[src/rtl/clock_gen_pkg.sv]
// ---------------------------------------------------------------------------
// clock_gen_pkg
//
// Purpose: shared constants and helpers for the processor clock phase
// generator (clock_phase_gen) and its period counter (div_counter).
//
// Contents:
//   CNT_W_DEFAULT : default width of the period counter and ratio fields.
//   DIV_MIN       : smallest divide ratio the generator will run at.
//   clamp_div()   : maps a requested ratio onto the legal range (0/1 -> 2).
// ---------------------------------------------------------------------------
package clock_gen_pkg;

    localparam int          CNT_W_DEFAULT = 4;
    localparam int unsigned DIV_MIN       = 2;

    // Ratios 0 and 1 cannot produce a clock with both a low and a high
    // phase, so they are promoted to the minimum ratio. The argument is
    // taken 32 bits wide so the helper works for any counter width.
    function automatic int unsigned clamp_div(input int unsigned ratio);
        return (ratio < DIV_MIN) ? DIV_MIN : ratio;
    endfunction

endpackage

[src/rtl/div_counter.sv]
// ---------------------------------------------------------------------------
// div_counter
//
// Purpose: period counter for the processor clock generator. Counts
// 0 .. div-1 on enabled master-clock edges and wraps back to 0.
//
// Ports:
//   clock    in   master clock, rising-edge state updates
//   reset    in   asynchronous active-low reset (cnt -> 0)
//   enable   in   1 = advance, 0 = hold
//   div      in   ratio currently in force (always 2..2^CNT_W-1)
//   next_cnt out  value cnt takes at the next rising edge
//   wrap     out  cnt is at the last count of the period (cnt == div-1)
// ---------------------------------------------------------------------------
module div_counter
    import clock_gen_pkg::*;
#(
    parameter int CNT_W = CNT_W_DEFAULT
) (
    input  logic             clock,
    input  logic             reset,
    input  logic             enable,
    input  logic [CNT_W-1:0] div,
    output logic [CNT_W-1:0] next_cnt,
    output logic             wrap
);

    logic [CNT_W-1:0] cnt;

    // The ratio only changes on a wrap edge, where cnt returns to 0, so
    // cnt can never be left above a newly installed, smaller ratio.
    assign wrap = (cnt == (div - CNT_W'(1)));

    always_comb begin
        next_cnt = cnt;
        if (enable) begin
            next_cnt = wrap ? '0 : (cnt + CNT_W'(1));
        end
    end

    always_ff @(posedge clock or negedge reset) begin
        if (!reset) begin
            cnt <= '0;
        end else begin
            cnt <= next_cnt;
        end
    end

endmodule

[src/rtl/clock_phase_gen.sv]
// ---------------------------------------------------------------------------
// clock_phase_gen
//
// Purpose: divides the master clock down to the processor clock with a
// run-time selectable ratio, and provides per-count phase strobes, an
// end-of-period tick and an acknowledge for ratio changes. Ratio changes
// take effect only at a period boundary, so processor_clock never glitches.
//
// Ports:
//   clock           in   master clock, rising-edge state updates
//   reset           in   asynchronous active-low reset
//   enable          in   1 = advance the counter, 0 = hold all state
//   div_sel         in   requested divide ratio (0/1 treated as 2)
//   div_load        in   single-cycle request to capture div_sel
//   processor_clock out  divided clock: low ceil(D/2), high floor(D/2)
//   tick            out  high during the last master cycle of each period
//   phase_stb       out  one-hot, bit k high while the count equals k
//   div_active      out  ratio currently in force
//   load_ack        out  one-cycle pulse on the cycle a new ratio starts
//
// Ratio-change handshake: div_load is a request with no back-pressure; it
// is sampled on every rising edge (enabled or not) and the clamped div_sel
// overwrites any pending ratio, so the last request before a boundary
// wins. The pending ratio is installed on the first enabled wrap edge that
// sees it already pending; load_ack is high for exactly the cycle that
// follows that edge, i.e. the first cycle counted under the new ratio.
// A request landing on the wrap edge itself waits for the next wrap.
//
// Every output is a register loaded from the post-edge count and ratio,
// so outputs always agree with the internal count and no input reaches
// an output combinationally.
// ---------------------------------------------------------------------------
module clock_phase_gen
    import clock_gen_pkg::*;
#(
    parameter int CNT_W       = CNT_W_DEFAULT,
    parameter int DIV_DEFAULT = 4,
    parameter int NUM_PHASES  = 4
) (
    input  logic                  clock,
    input  logic                  reset,
    input  logic                  enable,
    input  logic [CNT_W-1:0]      div_sel,
    input  logic                  div_load,
    output logic                  processor_clock,
    output logic                  tick,
    output logic [NUM_PHASES-1:0] phase_stb,
    output logic [CNT_W-1:0]      div_active,
    output logic                  load_ack
);

    // -----------------------------------------------------------------
    // Ratio capture and application
    // -----------------------------------------------------------------
    logic [CNT_W-1:0] pending;
    logic             pending_valid;
    logic [CNT_W-1:0] sel_clamped;
    logic             wrap;
    logic             apply;
    logic [CNT_W-1:0] div_next;
    logic [CNT_W-1:0] next_cnt;

    assign sel_clamped = CNT_W'(clamp_div(32'(div_sel)));

    // pending_valid is the registered flag, so a request arriving on the
    // wrap edge cannot be applied on that same edge.
    assign apply    = enable && wrap && pending_valid;
    assign div_next = apply ? pending : div_active;

    always_ff @(posedge clock or negedge reset) begin
        if (!reset) begin
            pending       <= CNT_W'(DIV_DEFAULT);
            pending_valid <= 1'b0;
            div_active    <= CNT_W'(DIV_DEFAULT);
        end else begin
            if (apply) begin
                div_active    <= pending;
                pending_valid <= 1'b0;
            end
            // Placed after the apply branch: a request on the apply edge
            // becomes the next pending ratio and keeps the flag set.
            if (div_load) begin
                pending       <= sel_clamped;
                pending_valid <= 1'b1;
            end
        end
    end

    // -----------------------------------------------------------------
    // Period counter
    // -----------------------------------------------------------------
    div_counter #(
        .CNT_W (CNT_W)
    ) u_div_counter (
        .clock    (clock),
        .reset    (reset),
        .enable   (enable),
        .div      (div_active),
        .next_cnt (next_cnt),
        .wrap     (wrap)
    );

    // -----------------------------------------------------------------
    // Output decode from the post-edge count and ratio
    // -----------------------------------------------------------------
    logic [CNT_W-1:0]      high_start;
    logic                  pclk_next;
    logic                  tick_next;
    logic [NUM_PHASES-1:0] phase_next;

    // The high phase covers the last floor(D/2) counts of the period, so
    // an odd ratio spends the extra cycle low.
    assign high_start = div_next - (div_next >> 1);
    assign pclk_next  = (next_cnt >= high_start);
    assign tick_next  = (next_cnt == (div_next - CNT_W'(1)));

    // Strobes for counts at or above the ratio simply never match.
    always_comb begin
        phase_next = '0;
        for (int k = 0; k < NUM_PHASES; k++) begin
            phase_next[k] = (next_cnt == CNT_W'(k));
        end
    end

    always_ff @(posedge clock or negedge reset) begin
        if (!reset) begin
            processor_clock <= 1'b0;
            tick            <= 1'b0;
            phase_stb       <= NUM_PHASES'(1);
            load_ack        <= 1'b0;
        end else begin
            // While disabled the decoded outputs are held and the
            // acknowledge is cleared so it is never stretched.
            load_ack <= apply;
            if (enable) begin
                processor_clock <= pclk_next;
                tick            <= tick_next;
                phase_stb       <= phase_next;
            end
        end
    end

endmodule

[config.mk]
export PLATFORM = sky130hd
export DESIGN_NAME = clock_phase_gen
export DESIGN_NICKNAME = d
export VERILOG_FILES = /design/src/rtl/clock_gen_pkg.sv /design/src/rtl/div_counter.sv /design/src/rtl/clock_phase_gen.sv
export SDC_FILE = /design/constraint.sdc
export NUM_CORES = 1
export LEC_CHECK = 0
export BUFFER_PORTS_ARGS = -buffer_cell sky130_fd_sc_hd__buf_2
export CELL_PAD_IN_SITES_DETAIL_PLACEMENT = 1
export CELL_PAD_IN_SITES_GLOBAL_PLACEMENT = 1
export CORE_ASPECT_RATIO = 1.1
export CORE_UTILIZATION = 43
export CTS_BUF_LIST = sky130_fd_sc_hd__clkbuf_16
export DETAILED_ROUTE_END_ITERATION = 6
export GPL_ROUTABILITY_DRIVEN = 0
export GPL_TIMING_DRIVEN = 0
export PLACE_DENSITY = 0.9
export SETUP_SLACK_MARGIN = 0.15
export SLEW_MARGIN = 40
export SYNTH_ARGS = -nofsm -noshare
export SYNTH_HDL_FRONTEND = slang
export SYNTH_SLANG_ARGS = --single-unit
[constraint.sdc]
create_clock -name clock -period 4.2 [get_ports clock]
set_clock_uncertainty 0.05 [all_clocks]
set_input_delay 0.42 -clock clock [delete_from_list [all_inputs] [get_ports clock]]
set_output_delay 0.42 -clock clock [all_outputs]
set_load 0.03 [all_outputs]
; ---- Word-level counts from Yosys, hierarchy flattened
; Index checks and enable logic that the tools add are counted.
; W data, S select, Z words.
[op_classes]
add_sub_neg = 4
magnitude_cmp = 2
eq_ne = 5
mux = 6
n_reduce_logical = 4
[op_table]
columns = operator, n
row1 = $mux W4, 4
row2 = $eq A4 B2 Y1 const B, 2
row3 = $eq A4 B4 Y1, 2
row4 = $sub A4 B1 Y4 const B, 2
row5 = $add A4 B1 Y4 const B, 1
row6 = $eq A4 B1 Y1 const B, 1
row7 = $ge A4 B4 Y1, 1
row8 = $logic_not A4 Y1, 1
row9 = $lt A4 B2 Y1 const B, 1
row10 = $sub A4 B3 Y4, 1
row11 = $logic_and A1 B1 Y1, 2
row12 = $mux W1, 2
row13 = $reduce_bool A2 Y1, 1
[word_totals]
regBits = 20
in_bits = 8
word_cells = 29

; ---- Logic depth before layout (Yosys ltp)
[depth]
depth_word = 7
ltp_mapped = 16
ltp_nobuf = 15

; ---- By module
; From an unflattened synthesis, not the netlist that was laid out.
[hier_totals]
cells_unflattened = 123
area_unflattened_um2 = 1258.7
[by_module_without_submodules]
columns = module, instances, cells_each, area_each_um2, seq_area_each_um2
row1 = clock_phase_gen, 1, 92, 942.2, 404.1
row2 = div_counter, 1, 31, 316.6, 100.1

; ---- Least setup slack after synthesis
; Ideal clock, no wire load.
[synth_path]
path_type = register to register
start = reg div_active[0]
end = reg processor_clock
setup_ns = 0.138
arrival_ns = 3.229
slack_ns = 0.784
path_stages_with_launch = 16
synth_period_minus_slack_ns = 3.416
path_cell_list = dfrtp_1 inv_1 ha_1 xnor2_1 nor3_4 and4_1 buf_6 mux2i_1 xnor2_1 ha_1 mux2i_1 xnor2_1 ha_1 a21o_1 a21oi_1 a21oi_1
[synth_via]
elab_chain_len = 7
word_cells_on_any_way = 9
cone_classes = add/sub: 2 / order compare: 1 / eq/ne: 1 / mux: 3 / reduce/logical: 2
[synth_rtl]
columns = element, line
row1 = from (decl), clock_phase_gen.sv:48  ; output logic [CNT_W-1:0] div_active,
row2 = from (signal assigned), clock_phase_gen.sv:74  ; div_active <= CNT_W'(DIV_DEFAULT);
row3 = from (signal assigned), clock_phase_gen.sv:77  ; div_active <= pending;
row4 = $sub A4 B1 Y4, div_counter.sv:32  ; assign wrap = (cnt == (div - CNT_W'(1)));
row5 = $eq A4 B4 Y1, div_counter.sv:32
row6 = $logic_and A1 B1 Y1 (2 in series), clock_phase_gen.sv:67  ; assign apply = enable && wrap && pending_valid;
row7 = via apply, clock_phase_gen.sv:59  ; logic apply;
row8 = $mux W4, -
row9 = $sub A4 B3 Y4, clock_phase_gen.sv:113  ; assign high_start = div_next - (div_next >> 1);
row10 = $ge A4 B4 Y1, clock_phase_gen.sv:114  ; assign pclk_next = (next_cnt >= high_start);
row11 = to (signal assigned), clock_phase_gen.sv:136  ; processor_clock <= pclk_next;
row12 = to (decl), clock_phase_gen.sv:45  ; output logic processor_clock,
; The timed path passes the listed nets, and every way through them passes these cells.
; A chain may end at the register's enable or synchronous reset.

; ---- Final worst setup path
[layout_path]
start = reg div_active[0]
end = reg processor_clock
[layout_via]
elab_chain_len = 7
word_cells_on_any_way = 9
cone_classes = add/sub: 2 / order compare: 1 / eq/ne: 1 / mux: 3 / reduce/logical: 2
[layout_rtl]
columns = element, line
row1 = $sub A4 B1 Y4, div_counter.sv:32
row2 = $eq A4 B4 Y1, div_counter.sv:32
row3 = $logic_and A1 B1 Y1 (2 in series), clock_phase_gen.sv:67
row4 = via apply, clock_phase_gen.sv:59
row5 = $mux W4, -
row6 = via div_next[1], clock_phase_gen.sv:60  ; logic [CNT_W-1:0] div_next;
row7 = $sub A4 B3 Y4, clock_phase_gen.sv:113
row8 = $ge A4 B4 Y1, clock_phase_gen.sv:114
; The timed path passes the listed nets, and every way through them passes these cells.

==> metrics <==
max_cap viols=0; worst-margin pin slew=0.4583 ns; Resize count post-CTS=0; placed insts=161; Min-Delay Path Class=input pin to async pin; CP arrival=between 3 and 4 ns; Final Max Slew Viols=0; number of global-route vias before repair=1021; most common cell after layout, fill and taps aside=buf_2; r2r worst-path depth=16; CTS sink cnt=20; post-layout util=54.43%; Req. time, crit path=4.26 ns; CTS H-tree lvls=1; Worst path slowest cell=dfrtp_1; RSZ-0062 raised after global routing=false; Via-to-Cell Ratio=~5.6; CTS tree=done; synthesized net count=128; Setup CP Type=flop to flop; Post-CTS Hold Buffers=0; share of layout cells above drive strength 1=24.63%; per-cell routed wire length=17.24 um; Final #Nets=151; Antenna Violating Nets Remaining=0; row count=19; All-Layer GR Usage=21.85%; initial antenna violation count=0; Die Wd=~52 um; synth unique cells=36; total negative slack=0 ns; Skew-Pair Late Insertion Delay=0.25 ns; Starting DRT DRC Count=23; Die Span Y=57.17 um; Initial Utilization=46.35%; Crit. End Element=flop; Post-Syn Instances=112; Buf/Inv on CP=3; CP top delay family=adder cells; Port Buf Inserts=18; DRC violation count after routing=0; Non-Filler Instances=165; Crit path top cell by count=ha_1; Fmax=between 200 and 300 MHz; Seq cells post-synth=20; outcome=finished, final reports clean; final setup fails=0; first-pass iteration count of the detailed router=4; Total Routed Length=2844 um; # Post-CTS Setup Buffers=0; DP HPWL=~2200 um; total gr overflow=0; antenna diode count=0; most frequent cells in the layout=18 x buf_2, 17 x dfrtp_1, 10 x xnor2_1, 10 x inv_1, 8 x ha_1; crit-path cells=inv_1 > ha_1 > xnor2_1 > nor3_4 > and4_1 > buf_6 > mux2i_1 > inv_1 > nand2_1 > ha_1 > mux2i_1 > xnor2_1 > ha_1 > a21o_1 > a21oi_1 > a21oi_1; clock slew seen by the registers of the worst setup and hold paths=0.06 ns; worst r2r dst=processor_clock; Core Region=0.002567 mm2; total I/O pin count=19; Slew headroom=69.45%; Mapped Area=~0.0012 mm2; Period minus WS final=3.663 ns; flop2flop setup slack=0.54 ns; WHS=0.06632 ns; CTS root buf=clkbuf_16; maximum clock path buffer count=2; Critical Path Max Stage Delay=0.46 ns; Hold Vio Cnt, Final=0; number of synthesis warnings=0; first-pass GRT wire length=4754 um; Post-Syn Area per Cell=10.62 um2; largest net degree at the start of global routing=21; FF-to-FF Start=div_active[0]; Max FO, Critical Path=6; post-synthesis sequential area ratio=a little over two fifths; startpoint types=flop; die area=0.002982 mm2; Num CTS Buffers=3; Area Growth Syn to Fin=17.46%; DR vias=926; final worst-path cycle share=87.22%
flip-flops by register name, indices dropped and copies added (netlist names):
signal and count:
u_div_counter.cnt 4, div_active 4, tick 1, phase_stb 4
load_ack 1, processor_clock 1, pending 4, pending_valid 1
logic make-up after synthesis:
kind of cell / Yosys count / share of synthesized area [%]
AOI/OAI and AO/OA: 18 / 10.73
xor gates and xnor gates: 14 / 11.57
adders and majority gates: 8 / 8.413
buffers and inverters: 15 / 5.467
DFF: 20 / 42.38
muxes: 11 / 9.884
and+or+nand+nor: 26 / 11.57
metrics by stage:
step / setup slack (ns) / cell area (um2)
6_report: 0.5366 / 1398
5_1_grt: 0.2635 / 1398
4_1_cts: 0.5645 / 1398
3_5_place_dp: 0.6195 / 1319
3_3_place_gp: 0.7651 / 1319
2_1_floorplan: 0.7835 / 1190
worst max path at each step:
stage,startpoint,to,cells after the start
finish,div_active[0],processor_clock,16
global route,div_active[0],processor_clock,16
CTS,div_active[0],processor_clock,16
detailed placement,div_active[0],processor_clock,16
global placement,div_active[0],processor_clock,15
floorplan,div_active[0],processor_clock,15
cells in the mapped netlist, drive strengths merged:
cell    number  area (um2)
nand2b       1       6.260
o311ai       1       8.760
and3         1       6.260
ha           8       100.1
dfrtp       17       425.4
mux2         3       33.78
o21ai        3       15.01
nand4        2       12.51
xor3         1       23.77
o41ai        1       16.27
xor2         3       26.28
inv         11       41.29
xnor2       10       87.58
and2         1       6.260
dfstp        3       78.83
nor4         2       12.51
nor2         6       22.52
nand2        7       26.28
a21o         3       22.52
o31ai        1       7.510
nand3        3       15.01
mux2i        8       83.83
a21oi        4       20.02
o211ai       1       7.510
clkinv       1       5.000
a32o         1       10.01
buf          2       15.01
o21a         1       7.510
a31oi        2       12.51
clkbuf       1       3.750
and4         1       8.760
nor3         2       21.27
layer usage:
layer | up-vias | global-route usage [%] | routed length (um)
met4 | 0 | 9.023 | 23
met5 | - | 0 | 0
met2 | 14 | 36.63 | 1453
li1 | 432 | - | -
met3 | 2 | 2.933 | 60
met1 | 478 | 27.95 | 1307
area by class of cell:
cell class / instances / area (um2)
fillers: 287 / 1170
multi-input cells: 77 / 620.6
flip-flops and latches: 20 / 504.2
repair buffers: 18 / 90.09
clock buffers: 3 / 75.07
inverters: 12 / 46.29
well taps: 31 / 38.79
plain buffers: 3 / 18.77
clock inverters: 1 / 3.754
Power is not shown: default switching activity piles up to over one toggle a cycle in this logic, so the estimate is an artifact.
